===== config.mk =====
export PLATFORM = sky130hd
export DESIGN_NAME = dctq_quant_ctrl
export DESIGN_NICKNAME = d
export VERILOG_FILES = /design/src/rtl/dctq_pkg.sv /design/src/rtl/quant_mult_pipe.sv /design/src/rtl/dctq_quant_ctrl.sv
export SDC_FILE = /design/constraint.sdc
export NUM_CORES = 1
export LEC_CHECK = 0
export CAP_MARGIN = 20
export CORE_MARGIN = 2
export CORE_UTILIZATION = 40
export DETAILED_ROUTE_END_ITERATION = 10
export HOLD_SLACK_MARGIN = 0.05
export PLACE_DENSITY = 0.53
export SLEW_MARGIN = 0
export SYNTH_ARGS = -nofsm -noshare
export SYNTH_HDL_FRONTEND = slang
export SYNTH_HIERARCHICAL = 1
export SYNTH_SLANG_ARGS = --single-unit

===== constraint.sdc =====
create_clock -name clk -period 5.2 [get_ports clk]
set_input_delay 0.78 -clock clk [delete_from_list [all_inputs] [get_ports clk]]
set_output_delay 0.78 -clock clk [all_outputs]
set_load 0.1 [all_outputs]

===== src/rtl/dctq_pkg.sv =====
// Shared widths and FSM state codes for the DCTQ quantization stage.
package dctq_pkg;

   localparam int COEF_W  = 12;
   localparam int QT_W    = 8;
   localparam int OUT_W   = 9;
   localparam int BLK_N   = 64;
   localparam int FRAC_SH = 12;
   localparam int IDX_W   = $clog2(BLK_N);
   localparam int PROD_W  = COEF_W + QT_W + 1;

   localparam logic [1:0] ST_IDLE  = 2'd0;
   localparam logic [1:0] ST_RUN   = 2'd1;
   localparam logic [1:0] ST_DRAIN = 2'd2;

endpackage


===== src/rtl/quant_mult_pipe.sv =====
// Two-stage coefficient x reciprocal pipeline with a shared stall enable;
// valid and raster index ride alongside the data.
module quant_mult_pipe
   import dctq_pkg::*;
(
   input  logic              clk,
   input  logic              rst_n,
   input  logic              advance_i,
   input  logic              valid_i,
   input  logic [COEF_W-1:0] coef_i,
   input  logic [QT_W-1:0]   qt_i,
   input  logic [IDX_W-1:0]  idx_i,
   output logic              valid_o,
   output logic [OUT_W-1:0]  q_o,
   output logic [IDX_W-1:0]  idx_o
);

   logic              s1Valid_q;
   logic [COEF_W-1:0] s1Coef_q;
   logic [QT_W-1:0]   s1Qt_q;
   logic [IDX_W-1:0]  s1Idx_q;
   logic              s2Valid_q;
   logic [OUT_W-1:0]  s2Q_q;
   logic [IDX_W-1:0]  s2Idx_q;
   logic signed [PROD_W-1:0] prod_d;
   logic              unusedFracBits;

   // Reciprocal is unsigned, so it gets a zero sign bit before the signed multiply.
   assign prod_d = $signed(s1Coef_q) * $signed({1'b0, s1Qt_q});
   assign unusedFracBits = ^prod_d[FRAC_SH-1:0];

   always_ff @(posedge clk or negedge rst_n) begin
      if (!rst_n) begin
         s1Valid_q <= 1'b0;
         s1Coef_q  <= '0;
         s1Qt_q    <= '0;
         s1Idx_q   <= '0;
         s2Valid_q <= 1'b0;
         s2Q_q     <= '0;
         s2Idx_q   <= '0;
      end else if (advance_i) begin
         s1Valid_q <= valid_i;
         s1Coef_q  <= coef_i;
         s1Qt_q    <= qt_i;
         s1Idx_q   <= idx_i;
         s2Valid_q <= s1Valid_q;
         s2Q_q     <= prod_d[FRAC_SH +: OUT_W];
         s2Idx_q   <= s1Idx_q;
      end
   end

   assign valid_o = s2Valid_q;
   assign q_o     = s2Q_q;
   assign idx_o   = s2Idx_q;

endmodule


===== src/rtl/dctq_quant_ctrl.sv =====
// Quantization sequencer: block FSM, coefficient index, reciprocal table
// and output framing around the multiply pipeline.
module dctq_quant_ctrl
   import dctq_pkg::*;
(
   input  logic              clk,
   input  logic              rst_n,
   input  logic              start,
   output logic              busy,
   output logic              done,
   input  logic              in_valid,
   output logic              in_ready,
   input  logic [COEF_W-1:0] in_coef,
   output logic              out_valid,
   input  logic              out_ready,
   output logic [OUT_W-1:0]  out_q,
   output logic              out_last,
   output logic [IDX_W-1:0]  out_idx,
   input  logic              qt_we,
   input  logic [IDX_W-1:0]  qt_addr,
   input  logic [QT_W-1:0]   qt_data
);

   logic [1:0]       state_q, state_d;
   logic [IDX_W-1:0] idx_q, idx_d;
   logic             done_q, done_d;
   logic [QT_W-1:0]  qtMem [BLK_N];
   logic             advance;
   logic             inAccept;
   logic             outAccept;

   assign advance   = ~out_valid | out_ready;
   assign in_ready  = (state_q == ST_RUN) & advance;
   assign inAccept  = in_valid & in_ready;
   assign outAccept = out_valid & out_ready;

   // Table is not reset; updates are only taken while no block is in flight.
   always_ff @(posedge clk) begin
      if (qt_we && (state_q == ST_IDLE)) begin
         qtMem[qt_addr] <= qt_data;
      end
   end

   always_comb begin
      state_d = state_q;
      idx_d   = idx_q;
      done_d  = 1'b0;
      case (state_q)
         ST_IDLE: begin
            if (start) begin
               state_d = ST_RUN;
               idx_d   = '0;
            end
         end
         ST_RUN: begin
            if (inAccept) begin
               idx_d = idx_q + 1'b1;
               if (idx_q == IDX_W'(BLK_N - 1)) begin
                  state_d = ST_DRAIN;
               end
            end
         end
         ST_DRAIN: begin
            if (outAccept && out_last) begin
               state_d = ST_IDLE;
               done_d  = 1'b1;
            end
         end
         default: state_d = ST_IDLE;
      endcase
   end

   always_ff @(posedge clk or negedge rst_n) begin
      if (!rst_n) begin
         state_q <= ST_IDLE;
         idx_q   <= '0;
         done_q  <= 1'b0;
      end else begin
         state_q <= state_d;
         idx_q   <= idx_d;
         done_q  <= done_d;
      end
   end

   quant_mult_pipe u_pipe (
      .clk       (clk),
      .rst_n     (rst_n),
      .advance_i (advance),
      .valid_i   (inAccept),
      .coef_i    (in_coef),
      .qt_i      (qtMem[idx_q]),
      .idx_i     (idx_q),
      .valid_o   (out_valid),
      .q_o       (out_q),
      .idx_o     (out_idx)
   );

   assign out_last = out_valid & (out_idx == IDX_W'(BLK_N - 1));
   assign busy     = (state_q != ST_IDLE);
   assign done     = done_q;

endmodule


==> results.sh <==
export IMPL_timing_hold_violations_final=0
export IMPL_endpoint_kind="flop"
export IMPL_fin_util_pct=45.6
export IMPL_yosysTopAreaCell="edfxtp_1"
export IMPL_clk_path_buf_depth=3
export IMPL_whs_ns=0.300
export IMPL_path_max_fanout=12
export IMPL_worstPathArrival_ns=5.29
export IMPL_start_kind="flop"
export IMPL_grt_pass1_wl_um=91000
export IMPL_synth_edff_count=512
export IMPL_vias_per_cell=5.38
export IMPL_finalCritPeriodShare_pct=91.9
export IMPL_nNetsFinal=1755
export IMPL_antenna_left=0
export IMPL_grt_setup_unrepaired="no"
export IMPL_wl_um=60100
export IMPL_drc=0
export IMPL_fp_row_count=92
export IMPL_io_buffer_count=51
export IMPL_vias=13400
export IMPL_htreeDepth=2
export IMPL_cts_buffers=59
export IMPL_period_needed_ns=4.78
export IMPL_cts_tree="yes"
export IMPL_dieArea_um2=66300
export IMPL_post_cts_resized=0
export IMPL_drive_above_1_share_pct=17.0
export IMPL_dr_pass1_iters=5
export IMPL_slew_limit_headroom_pct=32.3
export IMPL_drt_iter0_markers=968
export IMPL_ys_flop_type="edfxtp_1"
export IMPL_max_cap_violations=0
export IMPL_grt_usage_pct=18.4
export IMPL_synthSimpleGateAreaFrac_pct=6.40
export IMPL_coreArea_um2=63300
export IMPL_setup_viol=0
export IMPL_hold_buffers=0
export IMPL_grt_pass1_vias=14100
export IMPL_synthArstFlopShare_pct=9.22
export IMPL_crit_path_frequent_cell="fa_1"
export IMPL_grt_ovfl_total=0
export IMPL_synth_top_family_by_area="multiplexers"
export IMPL_hp_class="primary input to asynchronous set/reset pin"
export IMPL_worst_pin_slew_ns=1.01
export IMPL_fillers=5588
export IMPL_muxShareOfSynthArea_pct=13.4
export IMPL_postPlaceCellArea_um2=27000
export IMPL_postCtsSetupRepairBufs=0
export IMPL_syn_to_final_growth_pct=12.4
export IMPL_clkTransAtPathRegs_ns=0.06
export IMPL_status="finished clean"
export IMPL_dieHeight_um=257
export IMPL_wl_per_cell_um=24.1
export IMPL_netlist_area_um2=25700
export IMPL_regToRegSetupSlack_ns=0.42
export IMPL_stdcell_area_um2=28900
export IMPL_antenna_found_initial=1
export IMPL_synthTopCellsByArea="edfxtp_1 (60%), mux4_2 (7.1%), fa_1 (6.0%)"
export IMPL_gp_congestion=0.863
export IMPL_postSynthAreaPerCell_um2=16.6
export IMPL_fmax_ghz=0.209
export IMPL_synthCells=1549
export IMPL_syn_nets=1697
export IMPL_skew_ns=0.0360
export IMPL_insertion_delay_ns=0.64
export IMPL_slowest_delay_ns=0.66
export IMPL_start_util_pct=40.6
export IMPL_path_cells="nand2_1 -> fa_1 -> fa_1 -> inv_1 -> fa_1 -> inv_1 -> fa_1 -> inv_1 -> ha_1 -> and2_1 -> a21oi_1 -> o21ai_0 -> nor3_1 -> a211o_2 -> o221ai_1"
export IMPL_clock_sinks=564
export IMPL_num_antenna_cells=0
export IMPL_synth_xor_area_share_pct=0.409
export IMPL_synth_compound_area_share_pct=3.68
export IMPL_yosys_register_bits=564
export IMPL_die_x_um=257
export IMPL_setup_tns_ns=0
export IMPL_critPathKind="flop to flop"
export IMPL_synthAdderAreaFrac_pct=7.90
export IMPL_ys_warn_count=6
export IMPL_drv_slew=0
export IMPL_io_pins=52
export IMPL_worstPathRequired_ns=5.71
export IMPL_synth_top_area_share_pct=59.9
export IMPL_slowest_stage="fa_1"
export IMPL_hpwl_um=38200
export IMPL_cts_root_buf="clkbuf_16"
export IMPL_grt_max_degree=65
export IMPL_synth_distinct_cells=66
export IMPL_ys_seq_area_share_pct=64.9
==> area by class of cell <==
class	count	area, um^2	share of cell area [%]
clock buffer	76	1540	5.34
timing repair buffer	75	696	2.41
tap	846	1060	3.67
multi-input combinational	804	8170	28.3
inverter	103	387	1.34
clock inverter	30	327	1.13
sequential	564	16700	57.8
==> synthesized netlist by cell type, drive strengths merged (12+ instances only) <==
library cell / count
nand2b: 12
o22ai: 20
fa: 77
mux4: 98
mux2: 67
nand2: 101
edfxtp: 512
ha: 39
mux2i: 42
nand3: 13
inv: 103
buf: 38
nor3: 13
o21ai: 18
a21oi: 38
and2: 45
nor2b: 22
dfrtp: 52
nor2: 91
clkbuf: 40
==> worst paths after layout <==
check | startpoint | to | cells after the start
min in group clk | qt_data[2] | qtMem[57][2] | 1
worst min-delay path | rst_n | u_pipe/q_o[1] | 2
worst max-delay path | u_pipe/s1Qt_q[0] | u_pipe/q_o[8] | 15
worst min register to register | u_pipe/s1Idx_q[0] | u_pipe/s1Idx_q[0] | 1
worst max register to register | u_pipe/s1Qt_q[0] | u_pipe/q_o[8] | 15
max in group asynchronous | rst_n | idx_q[1] | 2
==> cells in the final DEF, fill, tap and decap left out, drive strengths merged, types with 8 or more instances in the layout <==
| cell | instances |
|---|---|
| edfxtp | 512 |
| inv | 104 |
| nand2 | 101 |
| mux4 | 98 |
| nor2 | 91 |
| fa | 77 |
| clkbuf | 76 |
| mux2 | 67 |
| dfrtp | 52 |
| and2 | 45 |
| mux2i | 42 |
| clkdlybuf4s50 | 42 |
| ha | 39 |
| a21oi | 38 |
| buf | 33 |
| nor2b | 22 |
| clkinv | 21 |
| o22ai | 20 |
| o21ai | 18 |
| nor3 | 13 |
| nand3 | 13 |
| nand2b | 12 |
| xnor2 | 10 |
| nand4 | 10 |
| nand3b | 8 |
| o211ai | 8 |
| o221ai | 8 |
| a211oi | 8 |
==> critical path, delay by kind of cell (launching register included) <==
family | cells | cell delay (ns)
adder cells (fa/ha/maj) | 5 | 2.51
AO/OA/AOI/OAI | 4 | 0.89
flip-flops | 1 | 0.58
AND/OR/NAND/NOR | 3 | 0.56
buffers and inverters | 3 | 0.14
==> kinds of logic after synthesis <==
family / Yosys count
multiplexers: 207
adder cells (fa/ha/maj): 116
buffers and inverters: 181
AO/OA/AOI/OAI: 136
AND/OR/NAND/NOR: 333
flip-flops: 564
XOR/XNOR: 12
==> per-layer routing <==
layer	track usage, %	up-vias	part of all wire (%)
met5	0	-	0
met4	4.38	0	2.0
met3	3.31	81	5.0
met2	29.9	327	48
met1	26.0	7066	45
li1	-	5953	-
==> stage by stage <==
| step | worst slack [ns] | cells |
|---|---|---|
| 6_report | 0.420 | 2498 |
| 5_1_grt | 0.171 | 2498 |
| 4_1_cts | 0.419 | 2496 |
| 3_5_place_dp | 0.438 | 2390 |
| 3_3_place_gp | 0.501 | 2389 |
| 2_1_floorplan | 0.788 | 1549 |
==> sequential cells by signal, indices dropped and copies added, names as in the netlist <==
| name | count |
|---|---|
| u_pipe/s1Valid_q | 1 |
| done | 1 |
| u_pipe/s1Qt_q | 8 |
| u_pipe/q_o | 9 |
| u_pipe/s1Coef_q | 12 |
| state_q | 2 |
| idx_q | 6 |
| u_pipe/s1Idx_q | 6 |
| qtMem | 512 |
| u_pipe/idx_o | 6 |
| u_pipe/valid_o | 1 |
Power is not shown: default switching activity piles up to over one toggle a cycle in this logic, so the estimate is an artifact.
